## src/rtl/display_scan_scheduler.sv

```systemverilog
// display_scan_scheduler
//
// Time-multiplexes an 8-digit common-anode seven-segment display. Each digit
// goes through a BLANK phase (all segments off, suppresses ghosting while the
// anode driver switches) and then a SHOW phase. The 32-bit display word is
// double-buffered: a word accepted over the valid/ready handshake is parked in
// a pending buffer and only becomes visible at a frame boundary, so a frame is
// never drawn from two different words.
//
// Parameters:
//   TICKS_PER_DIGIT  cycles each digit is lit (>= 1)
//   BLANK_TICKS      cycles of blanking before each digit (0 disables blanking)
//
// Ports:
//   clk          system clock
//   reset        synchronous, active-high reset
//   data_in      display word, nibble k is the value for digit k
//   data_valid   data_in is valid
//   data_ready   a word can be accepted (pending buffer empty)
//   digit_en     per-digit enable, 0 forces that digit blank
//   count_an     current digit index for the anode decoder
//   digit_value  nibble of the active word selected by count_an
//   digit_blank  1 = drive all segments off
//   frame_done   one-cycle pulse on the first cycle of each new frame
module display_scan_scheduler #(
  parameter int unsigned TICKS_PER_DIGIT = 100000,
  parameter int unsigned BLANK_TICKS     = 1000
) (
  input  logic        clk,
  input  logic        reset,
  input  logic [31:0] data_in,
  input  logic        data_valid,
  output logic        data_ready,
  input  logic [7:0]  digit_en,
  output logic [2:0]  count_an,
  output logic [3:0]  digit_value,
  output logic        digit_blank,
  output logic        frame_done
);

  localparam bit          HasBlank = (BLANK_TICKS != 0);
  localparam int unsigned MaxTicks = (TICKS_PER_DIGIT > BLANK_TICKS) ? TICKS_PER_DIGIT
                                                                     : BLANK_TICKS;
  // The tick counter only ever holds 0..N-1, so $clog2(N) bits suffice.
  localparam int unsigned TickW    = (MaxTicks > 1) ? $clog2(MaxTicks) : 1;

  localparam logic [TickW-1:0] ShowLast  = TickW'(TICKS_PER_DIGIT - 1);
  localparam logic [TickW-1:0] BlankLast = TickW'(HasBlank ? BLANK_TICKS - 1 : 0);

  typedef enum logic [0:0] {
    StBlank,
    StShow
  } state_e;

  state_e             state_q;
  logic [TickW-1:0]   tick_q;
  logic [2:0]         count_q;
  logic [31:0]        active_q;
  logic [31:0]        pending_q;
  logic               pending_full_q;
  logic               frame_done_q;

  logic               show_end;
  logic               frame_wrap;
  logic               xfer;

  assign data_ready = ~pending_full_q;
  assign xfer       = data_valid & ~pending_full_q;

  // Last SHOW cycle of a digit; on digit 7 this edge is the frame boundary.
  assign show_end   = (state_q == StShow) && (tick_q == ShowLast);
  assign frame_wrap = show_end && (count_q == 3'd7);

  always_ff @(posedge clk) begin
    if (reset) begin
      if (HasBlank) begin
        state_q <= StBlank;
      end else begin
        state_q <= StShow;
      end
      tick_q         <= '0;
      count_q        <= 3'd0;
      active_q       <= '0;
      pending_q      <= '0;
      pending_full_q <= 1'b0;
      frame_done_q   <= 1'b0;
    end else begin
      frame_done_q <= frame_wrap;

      // Scan sequencing.
      unique case (state_q)
        StBlank: begin
          if (tick_q == BlankLast) begin
            state_q <= StShow;
            tick_q  <= '0;
          end else begin
            tick_q <= tick_q + TickW'(1);
          end
        end
        StShow: begin
          if (show_end) begin
            tick_q  <= '0;
            count_q <= count_q + 3'd1;
            if (HasBlank) begin
              state_q <= StBlank;
            end
          end else begin
            tick_q <= tick_q + TickW'(1);
          end
        end
        default: begin
          state_q <= StBlank;
          tick_q  <= '0;
        end
      endcase

      // Double buffer. A word arriving on the boundary edge itself with the
      // pending buffer empty bypasses the buffer so it is not delayed a frame.
      if (frame_wrap) begin
        if (pending_full_q) begin
          active_q       <= pending_q;
          pending_full_q <= 1'b0;
        end else if (xfer) begin
          active_q <= data_in;
        end
      end else if (xfer) begin
        pending_q      <= data_in;
        pending_full_q <= 1'b1;
      end
    end
  end

  assign count_an    = count_q;
  assign frame_done  = frame_done_q;
  assign digit_value = active_q[4*count_q +: 4];
  assign digit_blank = (state_q == StBlank) | ~digit_en[count_q];

endmodule

```

## config.mk

```make
export PLATFORM = sky130hd
export DESIGN_NAME = display_scan_scheduler
export DESIGN_NICKNAME = d
export VERILOG_FILES = /design/src/rtl/display_scan_scheduler.sv
export SDC_FILE = /design/constraint.sdc
export NUM_CORES = 1
export LEC_CHECK = 0
export ABC_CLOCK_PERIOD_IN_PS = 2800
export CAP_MARGIN = 10
export CORE_MARGIN = 2
export CORE_UTILIZATION = 40
export DETAILED_ROUTE_END_ITERATION = 7
export SYNTH_ARGS = -nofsm -noshare
export SYNTH_HDL_FRONTEND = slang
export SYNTH_SLANG_ARGS = --single-unit
```

## constraint.sdc

```tcl
create_clock -name clk -period 2.8 [get_ports clk]
set_clock_uncertainty 0.15 [all_clocks]
set_input_delay 0.42 -clock clk [delete_from_list [all_inputs] [get_ports clk]]
set_output_delay 0.42 -clock clk [all_outputs]
set_load 0.01 [all_outputs]
```

==> impl_metrics.toml, run 1 <==
[die]
dieArea_sq_mm = 0.0117
die_x_microns = 108
start_util_pct = 40.5
coreArea_sq_mm = 0.0107
fp.dieH_microns = 108
rows = 38
io_pins = 53

[timing]
hold_ws_ps = 327
slew_violations = 0
hold_violations = 0
fmax_mhz = 371
finalCriticalPeriod_ps = 2690
finalSetupTns_ps = 0
tightest_slew_ps = 629
rsz0062_at_grt = "false"
relSlewSlack_pct = 57.8
min_period_over_period_pct = 96.2
final-setup-viol-count = 0

[clock_tree]
holdBufCountCts = 0
cts_tree = "done"
cts_sinks = 87
clock-root-buffer = "clkbuf_8"
htree_levels = 3
cts_buffers = 9
post_cts_resized = 2
clk_latency_ps = 360
cts_buffer_depth = 2
clk_pin_slew_ps = 80
postCtsSetupBuffers = 0

[job]
cap_viol_max_count = 0

[yosys]
synth.distinct_cells = 42
ys_warn_count = 0
synth_common_cells = "dfxtp_1 (87), mux2i_1 (64), nand2b_1 (64)"
synth_area_leaders = "dfxtp_1 (40%), mux2i_1 (15%), nand2b_1 (9.2%), a211oi_1 (6.1%), mux4_2 (5.2%)"
syn_area_sq_mm = 0.00433
synth_ff_type = "dfxtp_1"
ys_seq_elements = 87
ys_seq_area_share_pct = 40.2
synth_top_area_share_pct = 40.2
synth_nets = 475
synth_area_leader_cell = "dfxtp_1"
async_flop_share_pct = 0
avgSynthCellArea_sq_um = 10.1
synth_most_common_cell = "dfxtp_1"
synthCells = 429
synth_edf_count = 0

[pwr]
p_leak_nw = 1.84
ir_drop_v = 0.000343
p_per_area_mw_per_mm2 = 483

[place]
place_hpwl_microns = 6630
gp_congestion = 0.842
port_buffers = 52

[routing]
maxUsedRoutingLayer = "met4"
dr_total_vias = 3305
drtIter0Drc = 127
firstDrtPassIters = 4
dr_wl_met2_microns = 4350
ant_nets = 0
drt-met1-wl_microns = 4660
route.met3.wl_microns = 354
drcViolationCount = 0
drt_wl_total_microns = 9520
routed_via_density = 5.38
wl_per_cell_microns = 15.5

[final_layout]
seq_area_sq_mm = 0.00175
area_growth_pct = 21.1
antennaDiodeCount = 0
final.fill_count = 1017
drive_above_1_share_pct = 12.7
multiInputGateArea_sq_mm = 0.00242
nets = 515

[grt]
grt_pass1_wl_microns = 16100
antenna_found_initial = 0
groute.usage.overall_pct = 17.4
grt_max_degree = 54
grt_pass1_vias = 3275
globalRouteOverflowTotal = 0

[worst_setup_path]
cp-end-kind = "output port"
cp-start-kind = "input pin"
critPathArrivalTime_ps = 2120
r2r_slack_ps = 360
worstPathMaxFanout = 1
crit_type = "input pin to output port"
worstPathRequired_ps = 2230

[status]
status = "completed"

[min_path]
hold_path_class = "flip-flop to flip-flop"
-- state kept, by name, summed over array words and instances (netlist names) --
signal	flops
active_q	32
frame_done	1
tick_q	17
pending_full_q	1
count_an	3
pending_q	32
state_q	1
-- layer usage --
metal  vias up  GRT usage, %
met3        12          3.98
met4         0          5.86
met1      1576          23.3
met2        59          27.7
li1       1658             -
met5         -             0
-- cells in the final DEF, fill, tap and decap left out, types with 4 or more instances in the layout --
| cell type | count |
|---|---|
| dfxtp_1 | 85 |
| o21ai_0 | 4 |
| mux4_2 | 10 |
| nor3_1 | 16 |
| nand2_1 | 6 |
| mux2i_1 | 64 |
| dlymetal6s2s_1 | 4 |
| mux2_2 | 5 |
| buf_4 | 16 |
| a211oi_1 | 35 |
| clkbuf_8 | 11 |
| nand3_1 | 10 |
| xor2_1 | 4 |
| nand2b_1 | 64 |
| clkdlybuf4s50_1 | 47 |
| xnor2_1 | 8 |
| a31oi_1 | 32 |
-- cells by family (layout without fill, tap and decap cells) --
logic type      count (synthesis)  after routing  share of synthesized area (%)
compound gates                 80             80                           12.9
simple gates                  125            125                           17.9
flops                          87             87                           40.2
xor+xnor                       12             12                           2.43
buf+inv                        43             88                           4.45
mux                            79             79                           21.3
fa+ha+maj                       3              3                          0.866
-- critical path: stages --
cell and delay, ps:
clkdlybuf4s50_1 400, mux4_2 450, mux2_2 270, nand2_1 60, clkdlybuf4s50_1 530
-- final timing paths --
path	start	end	cells after the start
worst max-delay path	digit_en[6]	digit_blank	5
worst min-delay path	pending_q[1]$_SDFFE_PP0P_	pending_q[1]$_SDFFE_PP0P_	2
worst max register to register	tick_q[0]$_SDFF_PP0_	active_q[30]$_SDFFE_PP0P_	6
worst min register to register	pending_q[1]$_SDFFE_PP0P_	pending_q[1]$_SDFFE_PP0P_	2
-- where the power goes --
part,internal (mW),switching [mW]
clock,0.551,0.446
combinational,0.140,0.110
sequential,1.27,0.0188
total,1.96,0.574
-- per-stage QoR --
stage	instance area, sq um	setup WS (ps)	util [%]	instances	power (mW)
after detailed placement	5010	101	46.8	598	1.57
after CTS	5240	8.14	48.9	614	2.57
final	5250	105	49.0	614	2.53
after floorplan	4330	442	-	429	1.47
after global routing	5250	59.1	49.0	614	2.64
after global placement	5010	112	46.8	598	1.56
-- area by class of cell --
cell class,count,area share (%)
Tap cell,140,3.34
Timing Repair Buffer,69,12.7
Clock buffer,13,3.03
Sequential cell,87,33.3
Inverter,3,0.215
Multi-Input combinational cell,299,46.2
Clock inverter,3,1.24
(Power assumes the default switching activity.)
==> inputs of run 2 (changes only) <==
--- a/config.mk
+++ b/config.mk
@@ -5,7 +5,7 @@
 export SDC_FILE = /design/constraint.sdc
 export NUM_CORES = 1
 export LEC_CHECK = 0
-export ABC_CLOCK_PERIOD_IN_PS = 2800
+export ABC_CLOCK_PERIOD_IN_PS = 2400
 export CAP_MARGIN = 10
 export CORE_MARGIN = 2
 export CORE_UTILIZATION = 40
==> constraint.sdc (replaced) <==
create_clock -name clk -period 2.4 [get_ports clk]
set_clock_uncertainty 0.15 [all_clocks]
set_input_delay 0.36 -clock clk [delete_from_list [all_inputs] [get_ports clk]]
set_output_delay 0.36 -clock clk [all_outputs]
set_load 0.01 [all_outputs]
==> run 2 against run 1 <==
Compared with the run above: global-route usage increased by 0.36 points; non-clock buffer count increased by 9; power increased by 14%; clock power increased by 9%; sequential power increased by 16%; cell count increased by 1.5%; critical endpoint is now digit_value[1]; largest cell class unchanged; largest power group unchanged.
==> impl_metrics.toml, run 2 (synthesis gave the netlist of run 1 again) <==
[pwr]
ir_drop_v = 0.000316
p_per_area_mw_per_mm2 = 540
p_leak_nw = 1.83

[routing]
wl_per_cell_microns = 15.5
drtIter0Drc = 182
drt_wl_total_microns = 9680
dr_total_vias = 3334
firstDrtPassIters = 4
ant_nets = 0
routed_via_density = 5.35
drcViolationCount = 0

[worst_setup_path]
r2r_cells = 5
worstPathRequired_ps = 1890
cp_cell_sequence = "buf_12, buf_16, mux4_2, mux2_4, buf_6"
max_stage_delay_ps = 480
worstPathMaxFanout = 4
cp-start-kind = "flip-flop"
critPathArrivalTime_ps = 1890
cp_slowest_cell = "mux4_2"
crit_type = "flip-flop to output port"
cp-end-kind = "output port"

[timing]
min_period_over_period_pct = 99.8
finalCriticalPeriod_ps = 2400
final-setup-viol-count = 0
relSlewSlack_pct = 69.6
slew_violations = 0
rsz0062_at_grt = "true"
tightest_slew_ps = 455
fmax_mhz = 417
hold_violations = 0
finalSetupTns_ps = 0

[clock_tree]
cts_buffers = 9
cts_sinks = 87
htree_levels = 3
clock-root-buffer = "clkbuf_8"
cts_tree = "done"
cts_buffer_depth = 2
holdBufCountCts = 0
clk_pin_slew_ps = 80
clk_latency_ps = 380

[grt]
antenna_found_initial = 0
grt_max_degree = 102
grt_pass1_vias = 3256
grt_pass1_wl_microns = 16300
groute.usage.overall_pct = 17.8
globalRouteOverflowTotal = 0

[place]
gp_congestion = 0.806
place_hpwl_microns = 6590
port_buffers = 52

[final_layout]
final.fill_count = 1016
mostFrequentLayoutCells = "dfxtp_1 (85), mux2i_1 (64), nand2b_1 (64), clkdlybuf4s50_1 (46), a211oi_1 (35)"
seq_area_sq_mm = 0.00175
layout_commonest_cell = "dfxtp_1"
multiInputGateArea_sq_mm = 0.00244
drive_above_1_share_pct = 15.3
final_core_util_pct = 50.0
nets = 524
antennaDiodeCount = 0
area_growth_pct = 23.4
top_regs = "active_q (32), pending_q (32), tick_q (17)"

[min_path]
hold_depth = 3
hold_path_class = "input pin to flip-flop"

[die]
coreArea_sq_mm = 0.0107
die_x_microns = 108
io_pins = 53
start_util_pct = 40.5
dieArea_sq_mm = 0.0117
rows = 38
fp.dieH_microns = 108

[status]
status = "completed"

[job]
cap_viol_max_count = 0
## run 2: cell count changes in the layout (fill, tap and decap cells not counted), sizes merged
cell	before	now
buf	18	32
bufinv	2	1
clkbuf	13	14
clkdlybuf4s50	47	46
clkinv	1	0
clkinvlp	0	1
dlymetal6s2s	4	0
## run 2: layout make-up
type	instances	share of cell area (%)
Clock buffer	14	3.23
Clock inverter	2	0.702
Inverter	3	0.211
Multi-Input combinational cell	299	45.6
Sequential cell	87	32.7
Tap cell	140	3.28
Timing Repair Buffer	78	14.3
## run 2: path summary, 6_finish.rpt
check | startpoint | end | slack, ps
hold / removal | reset | tick_q[5]$_SDFF_PP0_ | 240
setup reg to reg | tick_q[13]$_SDFF_PP0_ | tick_q[11]$_SDFF_PP0_ | 110
hold reg to reg | pending_q[4]$_SDFFE_PP0P_ | pending_q[4]$_SDFFE_PP0P_ | 330
setup / recovery | count_an[0]$_SDFFE_PP0P_ | digit_value[1] | 4
## run 2: worst max-delay path, delay by kind of cell, from the launching register on
kind / cells / cell delay, ps
mux: 2 / 780
buf+inv: 3 / 340
flops: 1 / 390
## run 2: layer usage
metal	up-vias	share of wire [%]	GRT usage (%)
met2	60	44	25.6
li1	1677	-	-
met5	-	0	0
met4	0	1.9	8.06
met3	13	3.3	3.62
met1	1584	51	25.5
## run 2: what timing repair did
action,CTS,global route
resized for setup,28,3
endpoints found under the setup margin,5,4
cloned,1,0
setup buffers,1,1
## run 2: per-stage QoR
| stage | hold WS [ps] | setup WS [ps] | std cells | instance area (sq um) | total power, mW |
|---|---|---|---|---|---|
| floorplan | 298 | 102 | 429 | 4330 | 1.71 |
| global placement | 307 | -171 | 604 | 5070 | 1.83 |
| detailed placement | 313 | -189 | 604 | 5070 | 1.84 |
| CTS | 228 | -55.8 | 622 | 5340 | 2.93 |
| global route | 254 | -52.9 | 623 | 5350 | 3.01 |
| finish | 242 | 4.08 | 623 | 5350 | 2.89 |
## run 2: report_power, final
part           total [mW]  switching [mW]  internal [mW]
Sequential           1.50          0.0228           1.48
Combinational       0.293           0.127          0.166
Clock                1.09           0.524          0.568
Total                2.89           0.674           2.21
